--- config.mk ---
export PLATFORM = sky130hd
export DESIGN_NAME = fetch_sequencer
export DESIGN_NICKNAME = d
export VERILOG_FILES = /design/src/rtl/fetch_sequencer.sv
export SDC_FILE = /design/constraint.sdc
export NUM_CORES = 1
export LEC_CHECK = 0
export ABC_CLOCK_PERIOD_IN_PS = 2600
export CELL_PAD_IN_SITES_DETAIL_PLACEMENT = 1
export CELL_PAD_IN_SITES_GLOBAL_PLACEMENT = 2
export CORE_AREA = 2 2 197 199
export DETAILED_ROUTE_END_ITERATION = 8
export DIE_AREA = 0 0 199 201
export GPL_ROUTABILITY_DRIVEN = 0
export PLACE_DENSITY = 0.9
export SLEW_MARGIN = 15
export SYNTH_ARGS = -nofsm -noshare
export SYNTH_HDL_FRONTEND = slang
export SYNTH_SLANG_ARGS = --single-unit
--- constraint.sdc ---
create_clock -name clk -period 2.6 [get_ports clk]
set_input_delay 0.39 -clock clk [delete_from_list [all_inputs] [get_ports clk]]
set_output_delay 0.39 -clock clk [all_outputs]
set_load 0.01 [all_outputs]
--- src/rtl/fetch_sequencer.sv ---
`default_nettype none
// +--------------------------------------------------------------------------+
// | fetch_sequencer: PC owner and imem fetch into the IF/ID slot, with a     |
// | one-entry skid buffer and redirect-driven discard of stale fetches.      |
// | Revision: 1.0                                                            |
// +--------------------------------------------------------------------------+
module fetch_sequencer #(
  parameter logic [31:0] RESET_PC = 32'h0000_0000,
  parameter int unsigned CNT_W    = 32
) (
  input  logic             clk,
  input  logic             reset,
  output logic             imem_req,
  output logic [31:0]      imem_addr,
  input  logic             imem_ack,
  input  logic [31:0]      imem_rdata,
  input  logic             stall,
  input  logic             redirect_valid,
  input  logic [31:0]      redirect_pc,
  output logic             if_valid,
  output logic [31:0]      if_pc,
  output logic [31:0]      if_instr,
  output logic [CNT_W-1:0] fetch_count,
  output logic [CNT_W-1:0] kill_count
);

  localparam logic [1:0] S_FETCH = 2'd0;
  localparam logic [1:0] S_HOLD  = 2'd1;
  localparam logic [1:0] S_KILL  = 2'd2;

  logic [1:0]  r_state;
  logic [31:0] r_pc;
  logic [31:0] r_kill_addr;
  logic [31:0] r_skid_pc;
  logic [31:0] r_skid_instr;

  logic        w_in_fetch;
  logic        w_in_hold;
  logic        w_in_kill;
  logic        w_consume;
  logic        w_deliver;
  logic        w_kill_event;
  logic [31:0] w_redirect_pc;
  logic [31:0] w_pc_plus4;
  logic        unused_redirect_lsbs;

  assign w_in_fetch    = (r_state == S_FETCH);
  assign w_in_hold     = (r_state == S_HOLD);
  assign w_in_kill     = (r_state == S_KILL);
  assign w_consume     = if_valid && !stall;
  assign w_deliver     = if_valid && !stall && !redirect_valid;
  assign w_redirect_pc = {redirect_pc[31:2], 2'b00};
  assign w_pc_plus4    = r_pc + 32'd4;
  assign unused_redirect_lsbs = ^redirect_pc[1:0];

  // Every discarded memory response bumps kill_count exactly once.
  assign w_kill_event = (w_in_kill && imem_ack) ||
                        (redirect_valid && ((w_in_fetch && imem_ack) || w_in_hold));

  // In KILL the stale address stays on the bus so the request never changes mid-flight.
  assign imem_req  = !reset && (w_in_fetch || w_in_kill);
  assign imem_addr = w_in_kill ? r_kill_addr : r_pc;

  always_ff @(posedge clk) begin
    if (reset) begin
      r_state      <= S_FETCH;
      r_pc         <= RESET_PC;
      r_kill_addr  <= 32'd0;
      r_skid_pc    <= 32'd0;
      r_skid_instr <= 32'd0;
      if_valid     <= 1'b0;
      if_pc        <= 32'd0;
      if_instr     <= 32'd0;
      fetch_count  <= '0;
      kill_count   <= '0;
    end else begin
      if (redirect_valid) begin
        r_pc         <= w_redirect_pc;
        if_valid     <= 1'b0;
        r_skid_pc    <= 32'd0;
        r_skid_instr <= 32'd0;
        case (r_state)
          S_FETCH: begin
            if (!imem_ack) begin
              r_kill_addr <= r_pc;
              r_state     <= S_KILL;
            end
          end
          S_HOLD:  r_state <= S_FETCH;
          S_KILL: begin
            if (imem_ack) r_state <= S_FETCH;
          end
          default: r_state <= S_FETCH;
        endcase
      end else begin
        case (r_state)
          S_FETCH: begin
            if (imem_ack) begin
              r_pc <= w_pc_plus4;
              if (!if_valid || w_consume) begin
                if_valid <= 1'b1;
                if_pc    <= r_pc;
                if_instr <= imem_rdata;
              end else begin
                r_skid_pc    <= r_pc;
                r_skid_instr <= imem_rdata;
                r_state      <= S_HOLD;
              end
            end else if (w_consume) begin
              if_valid <= 1'b0;
            end
          end
          S_HOLD: begin
            if (w_consume) begin
              if_pc    <= r_skid_pc;
              if_instr <= r_skid_instr;
              r_state  <= S_FETCH;
            end
          end
          S_KILL: begin
            if (imem_ack) r_state <= S_FETCH;
          end
          default: r_state <= S_FETCH;
        endcase
      end

      if (w_deliver && (fetch_count != '1)) fetch_count <= fetch_count + CNT_W'(1);
      if (w_kill_event && (kill_count != '1)) kill_count <= kill_count + CNT_W'(1);
    end
  end

endmodule
`default_nettype wire

==> flow_summary.json, run 1 <==
{
  "drc": 0,
  "grt_max_degree": 95,
  "synthFlopType": "dfxtp_1",
  "cts_buffer_depth": 3,
  "drt-total-wl_um": 36460,
  "cts.clk_slew.worst_paths_ns": 0.07,
  "insertion_delay_ns": 0.57,
  "yosys-top-cells-area": "dfxtp_1, nand2_1, a21oi_1",
  "synthTopCellsByCount": "dfxtp_1, nand2_1, a21oi_1",
  "synth_cells": 1336,
  "antennaDiodeCount": 0,
  "ant_nets": 0,
  "synthDistinctLibCells": 55,
  "clock-sinks": 251,
  "drt_first_pass_iters": 4,
  "final_util_pct": 40.20,
  "p_per_area_nw_per_um2": 639.5,
  "postSynthAreaPerCell_um2": 8.381,
  "portBuffers": 224,
  "cp.arrival_ns": 2.12,
  "startpoint_type": "flip-flop",
  "vias": 10480,
  "worstMarginPinSlew_ns": 0.5565,
  "wl_per_cell_um": 17.50,
  "rsz0062_at_grt": "false",
  "drv_cap": 0,
  "core-area_um2": 38110,
  "die_w_um": 199,
  "max_freq_ghz": 0.3982,
  "p_leak_nw": 5.508,
  "crit_path_end": "imem_addr[31]",
  "status": "complete, no violations",
  "power_w": 0.009796,
  "htree_levels": 1,
  "finalSetupViolations": 0,
  "vias_per_cell": 5.030,
  "start_util_pct": 29.38,
  "nNetsFinal": 1613,
  "dieArea_um2": 40000,
  "hpwl_um": 24120,
  "io_pins": 231,
  "fin_setup_tns_ns": 0,
  "yosysTopAreaCellShare_pct": 44.88,
  "worstPathMaxFanout": 7,
  "cts-root-buf": "clkbuf_16",
  "rrSetupSlack_ns": 0.29,
  "irDropWorstVdd_v": 0.0004922,
  "ys_seq_elements": 251,
  "seq_area_frac_synth_pct": 44.88,
  "synthesis.area_um2": 11200,
  "hold_ws_ns": 0.2476,
  "grt_pass1_wl_um": 58860,
  "hp-class": "input pin to flip-flop",
  "drive_gt1_share_pct": 10.93,
  "ctsHoldBuffers": 0,
  "grt_overflow_total": 0,
  "rr_worst_depth": 7,
  "required_ns": 2.21,
  "antenna_found_initial": 0,
  "first_iter_violations": 353,
  "r2r-end": "fetch_count[5]",
  "yosysTopAreaCell": "dfxtp_1",
  "setup_ws_ns": 0.08858,
  "std_cell_rows": 72,
  "synth_edf_count": 0,
  "slew_violations": 0,
  "cp-end-kind": "primary output",
  "worstSetupPathType": "flip-flop to primary output",
  "cts-buffers-inserted": 30,
  "r2r-start": "fetch_count[0]",
  "fp.dieH_um": 201,
  "grt_usage_pct": 18.17,
  "synthArstFlopShare_pct": 0,
  "tritoncts": "yes",
  "syn2layout_area_growth_pct": 36.82,
  "finalCriticalPeriod_ns": 2.511,
  "yosysMostFrequentCell": "dfxtp_1",
  "finalHoldViolCount": 0,
  "period_share_pct": 96.59,
  "hp-start": "reset",
  "fin_skew_ns": 0.01447,
  "grt_pass1_vias": 11060,
  "max-slew-margin-rel_pct": 61.94,
  "yosysWarnings": 0,
  "dpl_worst_slack_ns": -0.06876,
  "startpoint": "r_state[1]"
}
==> sequential cells by signal, indices dropped and copies added, names as in the netlist <==
name and flops:
if_instr 32, r_skid_instr 32, r_skid_pc 30, if_valid 1
if_pc 30, r_state 2, r_pc 30, fetch_count 32
r_kill_addr 30, kill_count 32
==> metrics by stage <==
step	instances	area [µm²]
2_1_floorplan	1339	11210
3_3_place_gp	2021	14190
3_5_place_dp	2021	14190
4_1_cts	2079	15290
5_1_grt	2083	15320
6_report	2083	15320
==> routing by layer <==
metal,GRT usage (%),wire [µm],vias up,part of all wire (%)
met1,22.35,16170,5127,44
li1,-,-,5118,-
met5,0,0,-,0
met3,4.486,2099,52,5.8
met2,31.09,17290,181,47
met4,5.544,897,0,2.5
==> layout make-up <==
class                      instances  area, µm²
clock buffer                      38      860.8
clock inverter                    18      219.0
fill                            4446      22790
inverter                           9      33.78
multi-input combinational        967       5729
sequential                       251       5029
tap                              518      648.1
timing repair buffer             282       2800
==> cells by family (layout without fill, tap and decap cells) <==
family / count (synthesis) / count (layout) / share of synthesized area [%]
fa+ha+maj: 3 / 3 / 0.3353
compound gates: 302 / 302 / 16.19
flops: 251 / 251 / 44.88
other cells: 1 / 4 / 0.03349
simple gates: 519 / 519 / 21.68
mux: 102 / 102 / 9.487
buf+inv: 121 / 347 / 4.503
xor+xnor: 37 / 37 / 2.894
==> report_power, final <==
| group | switching, W | internal, W | total, W |
|---|---|---|---|
| Sequential | 0.000134 | 0.00399 | 0.00413 |
| Combinational | 0.000590 | 0.000573 | 0.00116 |
| Clock | 0.00177 | 0.00274 | 0.00451 |
| Total | 0.00249 | 0.00731 | 0.00980 |
==> worst max-delay path, stage by stage, from the launching register on <==
cell,delay [ns]
dfxtp_4,0.38
nor2b_4,0.22
buf_12,0.15
mux2_4,0.33
clkdlybuf4s50_1,0.48
==> worst min-delay path by stage <==
stage                           end  slack [ns]  cells past startpoint
floorplan           r_kill_addr[10]        0.43                      2
global placement    r_kill_addr[12]        0.44                      2
detailed placement  r_kill_addr[28]        0.45                      2
CTS                 fetch_count[24]        0.22                      2
global route        fetch_count[24]        0.24                      2
finish              fetch_count[24]        0.25                      2
==> repair_timing <==
item                       4_1_cts  5_1_grt
cloned                           1        0
setup buffers                    1        4
gates resized for setup         34        0
pin swaps                        0        0
setup endpoints to repair       30        1
==> layout by cell type, fill, tap and decap left out, drive strengths merged, types with 4 or more instances in the layout <==
master / n
dfxtp: 251
nand2: 221
clkdlybuf4s50: 194
a21oi: 146
nor2: 119
a211oi: 83
mux2i: 69
buf: 59
o21ai: 41
clkbuf: 38
or3: 37
nand3: 36
mux2: 33
nand4: 32
dlygate4sd2: 29
xor2: 25
or4: 14
xnor2: 12
o31ai: 11
and4: 10
clkinv: 10
nor3: 9
inv: 9
and3: 8
or2: 7
nor4: 7
and2: 6
o22ai: 5
nor2b: 5
conb: 4
clkinvlp: 4
bufinv: 4
No activity file was read; power rests on OpenSTA's default activity.
==> inputs of run 2 (changes only) <==
==> constraint.sdc (replaced) <==
create_clock -name clk -period 2.6 [get_ports clk]
set_input_delay 0.26 -clock clk [delete_from_list [all_inputs] [get_ports clk]]
set_output_delay 0.26 -clock clk [all_outputs]
set_load 0.01 [all_outputs]
==> flow_summary.json, run 2 (synthesis gave the netlist of run 1 again) <==
{
  "cp-end-kind": "primary output",
  "hp-class": "input pin to flip-flop",
  "clockPowerShare_pct": 46.6,
  "cts-buffers-inserted": 29,
  "worstPathMaxFanout": 15,
  "fin_setup_tns_ns": 0,
  "period_share_pct": 97.01,
  "power_frac_seq_pct": 41.7,
  "dpl_worst_slack_ns": 0.03477,
  "wl_per_cell_um": 17.49,
  "layout_common_cells": "dfxtp_1, nand2_1, clkdlybuf4s50_1",
  "finalHoldViolCount": 0,
  "nFillCells": 4429,
  "antenna_found_initial": 0,
  "clock-sinks": 251,
  "cts-root-buf": "clkbuf_16",
  "hold_ws_ns": 0.1115,
  "syn2layout_area_growth_pct": 36.64,
  "fin_skew_ns": 0.008561,
  "r2r-start": "kill_count[6]",
  "p_int_w": 0.007506,
  "combPwrFrac_pct": 11.7,
  "finalCriticalPeriod_ns": 2.522,
  "status": "complete, no violations",
  "netSwitchingFraction_pct": 24.18,
  "ctsHoldBuffers": 0,
  "grt_overflow_total": 0,
  "critical_path_buf_inv_count": 3,
  "die_w_um": 199,
  "first_iter_violations": 341,
  "grt_usage_pct": 17.88,
  "tritoncts": "yes",
  "vias_per_cell": 5.060,
  "max-slew-margin-rel_pct": 48.48,
  "max_freq_ghz": 0.3965,
  "core-area_um2": 38110,
  "dieArea_um2": 40000,
  "whs_path_depth": 2,
  "start_util_pct": 29.38,
  "grt_max_degree": 94,
  "path_cells": "buf_6 > nor2b_4 > buf_12 > mux2_2 > clkdlybuf4s50_1",
  "dpl_cell_area_um2": 14130,
  "drt-total-wl_um": 36270,
  "slew_violations": 0,
  "worstSetupPathType": "flip-flop to primary output",
  "hpwl_um": 24180,
  "drt_first_pass_iters": 5,
  "ant_nets": 0,
  "nNetsFinal": 1606,
  "rr_worst_depth": 5,
  "setup_ws_ns": 0.07766,
  "drc": 0,
  "fp.dieH_um": 201,
  "p_per_area_nw_per_um2": 647.1,
  "final_area_um2": 15300,
  "p_switching_w": 0.002394,
  "r2r-end": "kill_count[19]",
  "finalSetupViolations": 0,
  "worstMarginPinSlew_ns": 0.7694,
  "antennaDiodeCount": 0,
  "portBuffers": 224,
  "drv_cap": 0,
  "holdPathEnd": "fetch_count[13]",
  "rrSetupSlack_ns": 0.27,
  "cp.arrival_ns": 2.26,
  "slowest_delay_ns": 0.48,
  "final_common_cell": "dfxtp_1",
  "p_leak_nw": 5.546,
  "cts.clk_slew.worst_paths_ns": 0.06,
  "cts_buffer_depth": 3,
  "irDropWorstVdd_v": 0.0004893,
  "grt_pass1_vias": 10930,
  "htree_levels": 1,
  "drive_gt1_share_pct": 10.15,
  "cp_slowest_cell": "clkdlybuf4s50_1",
  "std_cell_rows": 72,
  "grt_pass1_wl_um": 58440,
  "vias": 10500,
  "insertion_delay_ns": 0.54,
  "startpoint_type": "flip-flop",
  "crit_family": "buffers and inverters",
  "io_pins": 231,
  "rsz0062_at_grt": "false",
  "hp-start": "reset",
  "required_ns": 2.34
}
==> run 2: layout make-up <==
| class | instances | area [µm²] | share of cell area (%) |
|---|---|---|---|
| multi-input combinational | 967 | 5725 | 37.42 |
| clock buffer | 37 | 795.8 | 5.201 |
| clock inverter | 16 | 287.8 | 1.881 |
| tap | 518 | 648.1 | 4.236 |
| inverter | 9 | 33.78 | 0.2208 |
| timing repair buffer | 276 | 2783 | 18.19 |
| sequential | 251 | 5026 | 32.85 |
==> run 2: timing repair <==
item	4_1_cts	5_1_grt
buffers inserted	1	5
gates resized for setup	25	7
setup endpoints to repair	30	8
cloned	1	0
==> run 2: worst max-delay path by stage <==
stage,start,endpoint,slack [ns],cells after the start
after global routing,r_state[0],imem_addr[27],0.003,5
final,r_state[0],imem_addr[27],0.08,5
after CTS,r_state[0],imem_addr[10],0.0008,5
after detailed placement,redirect_valid,kill_count[31],0.03,7
after floorplan,kill_count[0],kill_count[18],0.41,8
after global placement,redirect_valid,kill_count[29],0.06,7
==> run 2: stage by stage <==
step	power [W]	util, %	std cells
floorplan	0.004772	-	1339
global placement	0.005352	37.09	2014
detailed placement	0.005384	37.09	2014
CTS	0.01003	40.00	2069
global route	0.01028	40.15	2074
finish	0.009900	40.15	2074
==> run 2: worst reg2reg max path, cell delays in order, from the launching register on <==
cell and delay (ns):
dfxtp_1 0.44, nand4_1 0.22, a211o_1 0.36, a311o_1 0.51, or4_1 0.56, a21oi_1 0.18
==> run 2: metal layers <==
| metal | vias to the layer above | part of all wire, % | global-route usage (%) |
|---|---|---|---|
| met5 | - | 0 | 0 |
| met2 | 204 | 49 | 31.93 |
| li1 | 5102 | - | - |
| met3 | 35 | 5.6 | 4.301 |
| met1 | 5154 | 43 | 21.72 |
| met4 | 0 | 1.8 | 3.518 |
==> run 2: power by group through the flow <==
stage                     Combinational, W  Sequential, W  Clock [W]
after floorplan                   0.000570        0.00420          0
after global placement             0.00115        0.00420          0
after detailed placement           0.00118        0.00421          0
after CTS                          0.00118        0.00412    0.00473
after global routing               0.00127        0.00415    0.00487
final                              0.00116        0.00413    0.00461
